**src/rtl/draw_pkg.sv**
```systemverilog
`timescale 1ns/1ps
`default_nettype none
// ============================================================================
// Module   : draw_pkg
// Purpose  : Shared types and defaults for the rectangle draw arbiter.
//            Coordinate and colour fields are stored at a fixed maximum width.
//            Users slice them down to the configured CW / COLW.
// Revision : 1.0 - initial release
// ============================================================================
package draw_pkg;

  localparam int DEF_NREQ = 4;
  localparam int DEF_CW   = 11;
  localparam int DEF_COLW = 1;

  // Storage widths; the configured CW/COLW must not exceed these.
  localparam int MAX_CW   = 16;
  localparam int MAX_COLW = 8;

  typedef logic [MAX_CW-1:0]   coord_t;
  typedef logic [MAX_COLW-1:0] color_t;

  typedef enum logic [1:0] {
    IDLE = 2'd0,
    LOAD = 2'd1,
    SCAN = 2'd2,
    DONE = 2'd3
  } state_t;

  typedef struct packed {
    coord_t llx;
    coord_t lly;
    coord_t trx;
    coord_t try;
    color_t color;
  } rect_t;

  // A rectangle whose top-right lies below/left of its lower-left draws nothing.
  // Fields are zero-extended, so the full-width compare matches a CW-bit compare.
  function automatic logic degenerate(input rect_t r);
    return (r.trx < r.llx) || (r.try < r.lly);
  endfunction

endpackage
`default_nettype wire

```
**src/rtl/rect_scanner.sv**
```systemverilog
`timescale 1ns/1ps
`default_nettype none
// ============================================================================
// Module   : rect_scanner
// Purpose  : Column-major x/y walker over a latched rectangle.
//            y runs lly..try, then x steps and y reloads.
//            Termination is by equality, so edge-of-range coordinates never overflow.
// Revision : 1.0 - initial release
// ============================================================================
module rect_scanner
  import draw_pkg::*;
#(
  parameter int CW = DEF_CW
) (
  input  logic          clk_i,
  input  logic          rst_ni,
  input  logic          start_i,
  input  logic          advance_i,
  input  rect_t         rect_i,
  output logic [CW-1:0] x_o,
  output logic [CW-1:0] y_o,
  output logic          last_o
);

  localparam logic [CW-1:0] COORD_ONE = {{(CW-1){1'b0}}, 1'b1};

  logic [CW-1:0] x_q;
  logic [CW-1:0] y_q;
  logic [CW-1:0] w_llx;
  logic [CW-1:0] w_lly;
  logic [CW-1:0] w_trx;
  logic [CW-1:0] w_try;
  logic          w_unused_rect;

  assign w_llx = rect_i.llx[CW-1:0];
  assign w_lly = rect_i.lly[CW-1:0];
  assign w_trx = rect_i.trx[CW-1:0];
  assign w_try = rect_i.try[CW-1:0];

  // Bits above CW and the colour are carried in the struct but not needed here.
  assign w_unused_rect = ^rect_i;

  // Load the start corner, then step y within the column and x between columns.
  always_ff @(posedge clk_i or negedge rst_ni) begin
    if (!rst_ni) begin
      x_q <= '0;
      y_q <= '0;
    end else if (start_i) begin
      x_q <= w_llx;
      y_q <= w_lly;
    end else if (advance_i) begin
      if (y_q == w_try) begin
        y_q <= w_lly;
        x_q <= x_q + COORD_ONE;
      end else begin
        y_q <= y_q + COORD_ONE;
      end
    end
  end

  assign x_o    = x_q;
  assign y_o    = y_q;
  assign last_o = (x_q == w_trx) && (y_q == w_try);

endmodule
`default_nettype wire

```
**src/rtl/rect_draw_arbiter.sv**
```systemverilog
`timescale 1ns/1ps
`default_nettype none
// ============================================================================
// Module   : rect_draw_arbiter
// Purpose  : Round-robin share of one rectangle-fill pixel engine between
//            NREQ clients. It emits one frame-buffer write per cycle.
//            It pulses a per-client done at job end.
// Options  : RECT_DRAW_STALL_EN - adds pix_ready back-pressure on pixel writes.
// Revision : 1.0 - initial release
// ============================================================================
module rect_draw_arbiter
  import draw_pkg::*;
#(
  parameter int NREQ = DEF_NREQ,
  parameter int CW   = DEF_CW,
  parameter int COLW = DEF_COLW
) (
  input  logic                 clkf,
  input  logic                 reset,
  input  logic [NREQ-1:0]      req,
  input  logic [NREQ*CW-1:0]   llx,
  input  logic [NREQ*CW-1:0]   lly,
  input  logic [NREQ*CW-1:0]   trx,
  input  logic [NREQ*CW-1:0]   try,
  input  logic [NREQ*COLW-1:0] color,
`ifdef RECT_DRAW_STALL_EN
  input  logic                 pix_ready,
`endif
  output logic [NREQ-1:0]      grant,
  output logic [NREQ-1:0]      done,
  output logic                 busy,
  output logic [CW-1:0]        pix_x,
  output logic [CW-1:0]        pix_y,
  output logic [COLW-1:0]      pix_color,
  output logic                 pix_we
);

  localparam int IW = $clog2(NREQ);
  localparam logic [NREQ-1:0] ONEHOT0 = {{(NREQ-1){1'b0}}, 1'b1};

  state_t          state_q;
  logic [IW-1:0]   ptr_q;
  logic [IW-1:0]   idx_q;
  rect_t           job_q;
  logic [NREQ-1:0] grant_q;
  logic [NREQ-1:0] done_q;
  logic            busy_q;
  logic            we_q;

  logic            pick_valid_d;
  logic [IW-1:0]   pick_idx_d;
  rect_t           pick_rect_d;
  logic [IW-1:0]   ptr_d;
  logic            w_ready;
  logic            w_start;
  logic            w_advance;
  logic            w_last;
  logic            w_unused_color;

`ifdef RECT_DRAW_STALL_EN
  assign w_ready = pix_ready;
`else
  assign w_ready = 1'b1;
`endif

  // First requesting client at or after the pointer, wrapping modulo NREQ.
  always_comb begin
    int j;
    pick_valid_d = 1'b0;
    pick_idx_d   = '0;
    j            = 0;
    for (int k = 0; k < NREQ; k++) begin
      j = int'(ptr_q) + k;
      if (j >= NREQ) j = j - NREQ;
      if (!pick_valid_d && req[j]) begin
        pick_valid_d = 1'b1;
        pick_idx_d   = IW'(j);
      end
    end
  end

  // Slice the chosen client's rectangle out of the packed input buses.
  always_comb begin
    pick_rect_d       = '0;
    pick_rect_d.llx   = coord_t'(llx[int'(pick_idx_d)*CW +: CW]);
    pick_rect_d.lly   = coord_t'(lly[int'(pick_idx_d)*CW +: CW]);
    pick_rect_d.trx   = coord_t'(trx[int'(pick_idx_d)*CW +: CW]);
    pick_rect_d.try   = coord_t'(try[int'(pick_idx_d)*CW +: CW]);
    pick_rect_d.color = color_t'(color[int'(pick_idx_d)*COLW +: COLW]);
  end

  assign ptr_d = (idx_q == IW'(NREQ - 1)) ? '0 : idx_q + IW'(1);

  // The scanner loads on the LOAD->SCAN edge.
  // It steps only on accepted, non-final pixels, so the outputs hold the last pixel.
  assign w_start   = (state_q == LOAD) && !degenerate(job_q);
  assign w_advance = (state_q == SCAN) && w_ready && !w_last;

  rect_scanner #(
    .CW(CW)
  ) u_scanner (
    .clk_i    (clkf),
    .rst_ni   (reset),
    .start_i  (w_start),
    .advance_i(w_advance),
    .rect_i   (job_q),
    .x_o      (pix_x),
    .y_o      (pix_y),
    .last_o   (w_last)
  );

  // Job sequencer; every output is registered on the transition into its state.
  always_ff @(posedge clkf or negedge reset) begin
    if (!reset) begin
      state_q <= IDLE;
      ptr_q   <= '0;
      idx_q   <= '0;
      job_q   <= '0;
      grant_q <= '0;
      done_q  <= '0;
      busy_q  <= 1'b0;
      we_q    <= 1'b0;
    end else begin
      grant_q <= '0;
      done_q  <= '0;
      case (state_q)
        IDLE: begin
          if (pick_valid_d) begin
            job_q   <= pick_rect_d;
            idx_q   <= pick_idx_d;
            grant_q <= ONEHOT0 << pick_idx_d;
            busy_q  <= 1'b1;
            state_q <= LOAD;
          end
        end
        LOAD: begin
          if (degenerate(job_q)) begin
            done_q  <= ONEHOT0 << idx_q;
            state_q <= DONE;
          end else begin
            we_q    <= 1'b1;
            state_q <= SCAN;
          end
        end
        SCAN: begin
          if (w_ready && w_last) begin
            we_q    <= 1'b0;
            done_q  <= ONEHOT0 << idx_q;
            state_q <= DONE;
          end
        end
        DONE: begin
          busy_q  <= 1'b0;
          ptr_q   <= ptr_d;
          state_q <= IDLE;
        end
        default: state_q <= IDLE;
      endcase
    end
  end

  // Colour storage is wider than COLW; only the low bits drive the output.
  assign w_unused_color = ^job_q.color;

  assign grant     = grant_q;
  assign done      = done_q;
  assign busy      = busy_q;
  assign pix_we    = we_q;
  assign pix_color = job_q.color[COLW-1:0];

endmodule
`default_nettype wire

```
**config.mk**
```make
export PLATFORM = sky130hd
export DESIGN_NAME = rect_draw_arbiter
export DESIGN_NICKNAME = d
export VERILOG_FILES = /design/src/rtl/draw_pkg.sv /design/src/rtl/rect_scanner.sv /design/src/rtl/rect_draw_arbiter.sv
export SDC_FILE = /design/constraint.sdc
export NUM_CORES = 1
export LEC_CHECK = 0
export BUFFER_PORTS_ARGS = -buffer_cell sky130_fd_sc_hd__buf_4
export CAP_MARGIN = 20
export CORE_MARGIN = 10
export CORE_UTILIZATION = 55
export CTS_CLUSTER_DIAMETER = 120
export DETAILED_ROUTE_END_ITERATION = 10
export PLACE_DENSITY = 0.92
export SLEW_MARGIN = 40
export SYNTH_ARGS = -nofsm -noshare
export SYNTH_HDL_FRONTEND = slang
export SYNTH_HIERARCHICAL = 1
export SYNTH_SLANG_ARGS = --single-unit
```
**constraint.sdc**
```tcl
create_clock -name clkf -period 5.51 [get_ports clkf]
set_clock_uncertainty 0.05 [all_clocks]
set_input_delay 0 -clock clkf [delete_from_list [all_inputs] [get_ports clkf]]
set_output_delay 0 -clock clkf [all_outputs]
set_load 0.02 [all_outputs]
```
==> results of run 1 <==
[worst min-delay path, cell delays in order]
cell    delay (ps)
buf_4           70
mux4_2         210
mux2_4         130
[layout make-up]
class,count,area [sq um],share of cell area
Timing Repair Buffer,226,1710,0.215
Inverter,33,124,0.0156
Multi-Input combinational cell,351,3670,0.460
Clock buffer,11,131,0.0165
Tap cell,140,175,0.0220
Sequential cell,83,2080,0.261
Clock inverter,5,77.6,0.00974
[repair_timing]
item	CTS	global route
buffers inserted	0	0
hold buffers	4	0
hold endpoints to repair	87	0
[worst paths after layout]
| kind | end | slack [ps] | depth (start not counted) |
|---|---|---|---|
| max in group asynchronous | job_q[14] | 4780 | 2 |
| setup reg to reg | u_scanner/y_o[2] | 1640 | 11 |
| hold reg to reg | pix_color | 490 | 1 |
| setup / recovery | u_scanner/y_o[2] | 1640 | 11 |
| min in group asynchronous | done[1] | 190 | 2 |
| hold / removal | job_q[43] | 40 | 3 |
[power groups by stage]
stage	clock network (mW)	registers, mW	logic (mW)
finish	0.480	1.30	2.55
global route	0.511	1.34	2.75
CTS	0.486	1.29	2.52
detailed placement	0	1.30	2.50
global placement	0	1.28	2.41
floorplan	0	1.26	1.82
[flip-flops by register name, indices dropped and copies added (netlist names), 2 cells and up]
register / flops
ptr_q: 2
state_q: 2
grant: 4
idx_q: 2
u_scanner/y_o: 11
done: 4
job_q: 44
u_scanner/x_o: 11
[metal layers]
| layer | GRT usage | up-vias | routed length (um) | part of all wire |
|---|---|---|---|---|
| met3 | 0.0698 | 35 | 1710 | 0.087 |
| met1 | 0.289 | 2643 | 7580 | 0.39 |
| met4 | 0.0685 | 0 | 391 | 0.020 |
| met2 | 0.413 | 274 | 9910 | 0.51 |
| met5 | 0 | - | 0 | 0 |
| li1 | - | 2313 | - | - |
==> impl_metrics.toml, run 1 <==
[clock_network]
cts_root_buf = "clkbuf_8"
clk_latency_ps = 350
cts_buffers = 9
clock-sinks = 83
clockBufferDepth = 2
ctsResizeCount = 0
cts-htree-levels = 3
cts_tree = "done"
path_clk_slew_ps = 80

[timing]
layout_setup_ws_ps = 1640
whs_ps = 36.3
min_period_ps = 3870
finalHoldViolations = 0
worst_pin_slew_ps = 793
setup_tns_ps = 0
slew-limit-headroom = 0.468
period_share = 0.702
rsz0062_at_grt = "false"
setup_viol = 0
max_freq_ghz = 0.259
drv_slew = 0

[power]
internal-power_mw = 2.50
power_frac_comb = 0.588
peakVddDrop_mv = 0.356
p_total_mw = 4.33
p_clk_frac = 0.111
sw_frac_of_total = 0.423
p_leak_nw = 3.73
p_sw_mw = 1.83
power_frac_seq = 0.301
powerDensity_nw_per_um2 = 544

[worst_setup_path]
cp.required_ps = 5710
worstSetupStartpoint = "job_q[45]"
crit_buf_inv = 2
cp-end-kind = "register"
cp_slowest_stage_delay_ps = 850
crit_family = "compound AO/OA/AOI/OAI gates"
path_cells = "inv_1, ha_1, a41o_1, a21oi_1, o21ai_0, a41o_1, and3_1, clkinv_1, o2111ai_1, o31ai_1, a221oi_1"
setup.worst_path.class = "register to register"
cp_data_arrival_time_ps = 4070
cp_max_fo = 26
cp-start-kind = "register"
worstReg2RegStart = "job_q[45]"
cp_common_cell = "a41o_1"
slowest_stage = "clkinv_1"

[layout]
syn_to_final_growth_pct = 33.3
fin_nets = 921
instances_no_fill = 849
drive_gt1_frac = 0.477
diodes = 0
post-route-util = 0.741
final_common_cell = "buf_4"
fill_cells = 744
final_cell_mix = "buf_4, dfrtp_1, mux4_2, mux2_4"
finalInstanceArea_sq_um = 7970

[global_routing]
overflow = 0
first_global_vias = 5543
antenna_found_initial = 0
grt_usage = 0.242
grt_first_pass_wirelength_um = 30400
grt_max_degree = 84

[place]
place.gp.congestion = 0.978
dp_slack_ps = 1800
dp_cells = 829
portBuffers = 218
dpl.hpwl_um = 15400
postPlaceCellArea_sq_um = 7690

[synthesis]
syn_inst = 495
ys_warn_count = 6
syn_nets = 712
syn-mean-instance-area_sq_um = 12.1
synth_area_sq_um = 5980

[detailed_routing]
wl_um = 19600
drt_iter0_drc = 511
drc = 0
num_vias = 5265
drt_first_pass_iters = 5
wl_per_cell_um = 23.1
ant_nets = 0
vias_per_cell = 6.20

[floorplan]
ios = 219
start_util = 0.556
die_height_um = 124
dieArea_sq_um = 15400
core_sq_um = 10700
die_w_um = 124
rows = 38

[job]
cap_viol_max_count = 0

[outcome]
status = "finished clean"

[min_path]
min_from = "lly[14]"
hold_path_class = "input pin to register"
(Power assumes the default switching activity.)
==> run 2, diff against run 1 <==
CORE_UTILIZATION = 51   (was 55)
PLACE_DENSITY = 0.86   (was 0.92)
clock period = 4.1 ns   (was 5.51 ns; I/O delays follow)
==> run 2 against run 1 <==
Clock power rose by 64%. Cell area rose by 0.91%. Sequential power rose by 35%. Worst setup slack got worse by 1000 ps. Die area rose by 6.6%. Combinational power rose by 35%. Critical endpoint is now u_scanner/x_o[10].
==> impl_metrics.toml, run 2 (synthesis results as in run 1) <==
[timing]
period_share = 0.842
min_period_ps = 3450
worst_pin_slew_ps = 680
drv_slew = 0
setup_tns_ps = 0
max_freq_ghz = 0.290
finalHoldViolations = 0
setup_viol = 0
rsz0062_at_grt = "false"
slew-limit-headroom = 0.546
layout_setup_ws_ps = 648
whs_ps = 32.4

[detailed_routing]
drt_first_pass_iters = 6
vias_per_cell = 6.04
wl_um = 19500
ant_nets = 0
drt_iter0_drc = 478
wl_per_cell_um = 22.9
drc = 0
num_vias = 5137

[floorplan]
dieArea_sq_um = 16400
core_sq_um = 11500
die_w_um = 128
die_height_um = 128
ios = 219
rows = 39
start_util = 0.521

[place]
place.gp.congestion = 0.905
dpl.hpwl_um = 15400
dp_slack_ps = 735
dp_cells = 833
portBuffers = 218

[worst_setup_path]
cp_data_arrival_time_ps = 3660
cp-start-kind = "register"
r2r_slack_ps = 650
cp_slowest_stage_delay_ps = 690
slowest_stage = "or4_4"
setup.worst_path.class = "register to register"
crit_family = "simple AND/OR/NAND/NOR gates"
path_cells = "xnor2_1, nand4_2, or3_1, nor4_1, nor2b_1, clkinv_1, or4_4, or4_1, a31oi_1"
cp.required_ps = 4310
cp_max_fo = 14
cp-end-kind = "register"
crit_buf_inv = 1

[power]
peakVddDrop_mv = 0.534
p_total_mw = 5.97
p_leak_nw = 3.77
powerDensity_nw_per_um2 = 742

[layout]
drive_gt1_frac = 0.476
syn_to_final_growth_pct = 34.5
final_common_cell = "buf_4"
diodes = 0
final_cell_mix = "buf_4, dfrtp_1, mux4_2, mux2_4"
largest-register = "job_q"
largest_reg_flops = 44
instances_no_fill = 851
fin_nets = 921

[clock_network]
cts_buffers = 9
path_clk_slew_ps = 60
clockBufferDepth = 2
cts_tree = "done"
clock-sinks = 83
cts_root_buf = "clkbuf_16"
cts-htree-levels = 3
clk_latency_ps = 340
ctsResizeCount = 0

[global_routing]
antenna_found_initial = 0
overflow = 0
grt_first_pass_wirelength_um = 30500
first_global_vias = 5600
grt_usage = 0.234
grt_max_degree = 84

[job]
cap_viol_max_count = 0

[min_path]
hold_path_class = "input pin to register"

[outcome]
status = "finished clean"
run 2: cell types whose count changed in the layout (fill, tap and decap cells not counted):
cell and delta:
clkbuf_16 +9, clkbuf_8 -9, buf_6 +1, dlygate4sd3_1 -1, bufinv_16 -1, clkbuf_1 +1, clkinvlp_4 -1
run 2: worst reg2reg max path, cell delays in order, from the launching register on:
cell	delay, ps
dfrtp_1	480
xnor2_1	190
nand4_2	210
or3_1	440
nor4_1	180
nor2b_1	190
clkinv_1	220
or4_4	690
or4_1	540
a31oi_1	180
run 2: area by class of cell:
class                   count  area, sq um
multi-input cells         351         3670
fillers                   808         3430
flip-flops and latches     83         2080
repair buffers            226         1710
clock buffers              12          236
well taps                 143          179
inverters                  33          124
clock inverters             3         40.0
run 2: per-layer routing:
metal  track usage  routed length (um)
met4        0.0689                 445
met5             0                   0
met1         0.286                7460
met2         0.387                9780
met3        0.0753                1800
run 2: metrics by stage:
| step | util | area, sq um |
|---|---|---|
| global route | 0.701 | 8040 |
| CTS | 0.700 | 8020 |
| global placement | 0.672 | 7700 |
| detailed placement | 0.673 | 7720 |
| finish | 0.701 | 8040 |
| floorplan | - | 5980 |
run 2: path summary, 6_finish.rpt:
check / start / to / depth (start not counted)
worst max-delay path: u_scanner/y_o[0] / u_scanner/x_o[10] / 9
worst min-delay path: req[0] / grant[3] / 3
worst max register to register: u_scanner/y_o[0] / u_scanner/x_o[10] / 9
worst min register to register: pix_color / pix_color / 1
max in group asynchronous: reset / u_scanner/x_o[5] / 2
min in group asynchronous: reset / job_q[25] / 2
run 2: timing repair:
action,in CTS,in global routing
endpoints found under the hold margin,85,0
hold buffers,3,0
setup buffers,0,0
run 2: where the power goes:
| group | total (mW) | switching [mW] | internal (mW) |
|---|---|---|---|
| clock network | 0.785 | 0.318 | 0.467 |
| logic | 3.43 | 1.61 | 1.82 |
| registers | 1.75 | 0.538 | 1.21 |
| total | 5.97 | 2.47 | 3.50 |
